[src/rtl/selector41_pkg.sv]
// rtl/selector41_pkg.sv - shared select codes and default width for selector_41
package selector41_pkg;

  localparam int DEFAULT_WIDTH = 4;

  localparam logic [1:0] SEL_C0 = 2'b00;
  localparam logic [1:0] SEL_C1 = 2'b01;
  localparam logic [1:0] SEL_C2 = 2'b10;
  localparam logic [1:0] SEL_C3 = 2'b11;

endpackage

[src/rtl/selector41_mux.sv]
// rtl/selector41_mux.sv - combinational WIDTH-bit 4:1 mux
// An unknown select falls to the default arm, so simulation shows zeros rather than a stale word.
module selector41_mux
  import selector41_pkg::*;
#(
  parameter int WIDTH = DEFAULT_WIDTH
) (
  input  logic [1:0]       sel_i,
  input  logic [WIDTH-1:0] c0_i,
  input  logic [WIDTH-1:0] c1_i,
  input  logic [WIDTH-1:0] c2_i,
  input  logic [WIDTH-1:0] c3_i,
  output logic [WIDTH-1:0] z_o
);

  always_comb begin
    z_o = '0;
    case (sel_i)
      SEL_C0:  z_o = c0_i;
      SEL_C1:  z_o = c1_i;
      SEL_C2:  z_o = c2_i;
      SEL_C3:  z_o = c3_i;
      default: z_o = '0;
    endcase
  end

endmodule

[src/rtl/selector_41.sv]
// rtl/selector_41.sv - registered 4-to-1 selector of WIDTH-bit words
// The output comes only from the register, so no input reaches oZ combinationally.
module selector_41
  import selector41_pkg::*;
#(
  parameter int WIDTH = DEFAULT_WIDTH
) (
  input  logic             iClk,
  input  logic             iRst,
  input  logic [WIDTH-1:0] iC0,
  input  logic [WIDTH-1:0] iC1,
  input  logic [WIDTH-1:0] iC2,
  input  logic [WIDTH-1:0] iC3,
  input  logic             iS1,
  input  logic             iS0,
  output logic [WIDTH-1:0] oZ
);

  logic [WIDTH-1:0] z_d;
  logic [WIDTH-1:0] z_q;

  selector41_mux #(
    .WIDTH(WIDTH)
  ) u_mux (
    .sel_i({iS1, iS0}),
    .c0_i (iC0),
    .c1_i (iC1),
    .c2_i (iC2),
    .c3_i (iC3),
    .z_o  (z_d)
  );

  always_ff @(posedge iClk or posedge iRst) begin
    if (iRst) begin
      z_q <= '0;
    end else begin
      z_q <= z_d;
    end
  end

  assign oZ = z_q;

endmodule

[config.mk]
export PLATFORM = sky130hd
export DESIGN_NAME = selector_41
export DESIGN_NICKNAME = d
export VERILOG_FILES = /design/src/rtl/selector41_pkg.sv /design/src/rtl/selector41_mux.sv /design/src/rtl/selector_41.sv
export SDC_FILE = /design/constraint.sdc
export NUM_CORES = 1
export LEC_CHECK = 0
export ABC_CLOCK_PERIOD_IN_PS = 800
export CORE_AREA = 5 5 42 44
export DETAILED_ROUTE_END_ITERATION = 8
export DIE_AREA = 0 0 47 49
export SLEW_MARGIN = 20
export SYNTH_ARGS = -nofsm -noshare
export SYNTH_HDL_FRONTEND = slang
export SYNTH_HIERARCHICAL = 1
export SYNTH_SLANG_ARGS = --single-unit
export TNS_END_PERCENT = 100
[constraint.sdc]
create_clock -name iClk -period 0.8 [get_ports iClk]
set_input_delay 0.12 -clock iClk [delete_from_list [all_inputs] [get_ports iClk]]
set_output_delay 0.12 -clock iClk [all_outputs]
set_load 0.05 [all_outputs]
==> impl_metrics.yaml <==
clock_network:
  cts_max_level: 1
  tritoncts: "done"
  cts_setup_buffers: 0
  clk_path_buf_depth: 2
  cts-root-buf: "clkbuf_4"
  cts_buffers: 3
  clock-sinks: 4
  cts.clk_slew.worst_paths_ns: 0.04
floorplanning:
  die_y_um: 49
  fp.coreArea_um2: 1400
  die-area_um2: 2300
  fp.dieW_um: 47
  io_pins: 24
  row_count: 14
  initial_core_util_pct: 14.9
critical_path:
  worstSetupPathType: "reg2out"
  critPathSlowestCell: "dfrtp_1"
  critPathCaptureType: "primary output"
  cp_data_arrival_time_ns: 0.77
  worstPathMaxFanout: 1
  critPathLaunchType: "register"
  slowest_delay_ns: 0.39
  worstPathCellList: "buf_12"
  crit_required_ns: 0.68
  critPathBufInv: 1
  crit_family: "flip-flops"
drt:
  wl_per_cell_um: 11.9
  ant_nets: 0
  drtPass1Iterations: 2
  num_vias: 206
  viasPerCell: 4.04
  wirelength_um: 606
  drc: 0
  drt_iter0_drc: 8
finish:
  drive_above_1_share_pct: 34.3
  utilization_pct: 34.3
  final_common_cell: "dlygate4sd2_1"
  final_cell_mix: "dlygate4sd2_1, dfrtp_1, buf_12, mux4_2, clkbuf_4"
  largest_reg_flops: 4
  areaGrowthSynthToFinish_pct: 130
  diodes: 0
  final_nets: 57
status:
  status: "finished with violations"
  violations: "setup timing"
synth:
  syn_area_per_cell_um2: 23.2
  synth_cell_types: 3
  yosysSeqAreaShare_pct: 47.9
  yosysWarnings: 6
  syn_inst: 9
  synth_fp_nets: 29
  ys_ff_latch: 4
  syn_area_um2: 209
timing:
  final_hold_viol_count: 0
  finalCriticalPeriod_ns: 0.894
  tightest_slew_ns: 0.170
  setup_viol: 4
  relSlewSlack_pct: 88.7
  rsz0062_at_grt: "yes"
  postLayoutSetupSlackWorst_ns: -0.0942
  fmax_mhz: 1120
  setup_tns_ns: -0.363
  drv_slew: 0
  fin_crit_sh_pct: 112
pwr:
  vdd_drop_max_v: 0.000524
  powerDensity_nw_per_um2: 1560
  p_leak_nw: 0.226
placed_design:
  place.gp.congestion: 0.666
  io_buffer_count: 23
  dp_hpwl_um: 555
global_route:
  grt_pass1_vias: 257
  grt_usage_pct: 6.18
  grt_antenna_before_repair: 0
  grt_pass1_wl_um: 917
  overflow: 0
  grt_max_degree: 5
hold_path:
  hp-class: "in2async"
job:
  drv_cap: 0
[worst max-delay path by stage]
stage | startpoint | end | slack, ns | cells after the start
after floorplan | iS0 | oZ[0]$_DFF_PP0_ | 0.04 | 1
after global placement | iS0 | oZ[1]$_DFF_PP0_ | -0.60 | 2
after detailed placement | iS0 | oZ[2]$_DFF_PP0_ | -0.63 | 2
after CTS | oZ[0]$_DFF_PP0_ | oZ[0] | -0.11 | 1
after global routing | oZ[1]$_DFF_PP0_ | oZ[1] | -0.13 | 1
final | oZ[1]$_DFF_PP0_ | oZ[1] | -0.09 | 1
[layout make-up]
type                            count  area, µm²
Fill cell                         161        921
Tap cell                           16       20.0
Clock buffer                        3       22.5
Inverter                            1       3.75
Sequential cell                     4        100
Multi-Input combinational cell      4       90.1
Timing Repair Buffer               23        244
[synth_stat cells]
master | count | area (µm²)
mux4_1 | 4 | 105
dfrtp_1 | 4 | 100
inv_1 | 1 | 3.75
[per-layer routing]
metal | vias up | GRT usage [%] | share of wire [%]
met2 | 28 | 8.82 | 43
met3 | 2 | 4.80 | 21
li1 | 90 | - | -
met5 | - | 0 | 0
met1 | 86 | 5.19 | 34
met4 | 0 | 5.53 | 2.3
[logic make-up (layout without fill, tap and decap cells)]
| group | count (synthesis) | count (layout) | share of synthesized area [%] |
|---|---|---|---|
| flops | 4 | 4 | 47.9 |
| buf+inv | 1 | 27 | 1.79 |
| mux | 4 | 4 | 50.3 |
[where the power goes]
group | internal (mW) | total (mW) | switching (mW)
Clock | 0.167 | 0.241 | 0.0736
Sequential | 0.224 | 0.241 | 0.0170
Combinational | 0.157 | 0.269 | 0.112
[repair_timing]
item | 4_1_cts | 5_1_grt
setup endpoints to repair | 8 | 6
endpoints found under the hold margin | 0 | 0
resized for setup | 24 | 2
hold buffers | 0 | 0
[through the flow]
step                instances  total power, mW  cell area, µm²  setup slack (ns)  hold slack (ns)
floorplan                   9            0.342             209            0.0356           -0.114
global placement           48            0.539             499            -0.604            0.313
detailed placement         48            0.543             499            -0.634            0.317
CTS                        51            0.774             487            -0.110           0.0623
global route               51            0.802             480            -0.130           0.0842
finish                     51            0.751             480           -0.0942           0.0677
No activity file was read; power rests on OpenSTA's default activity.
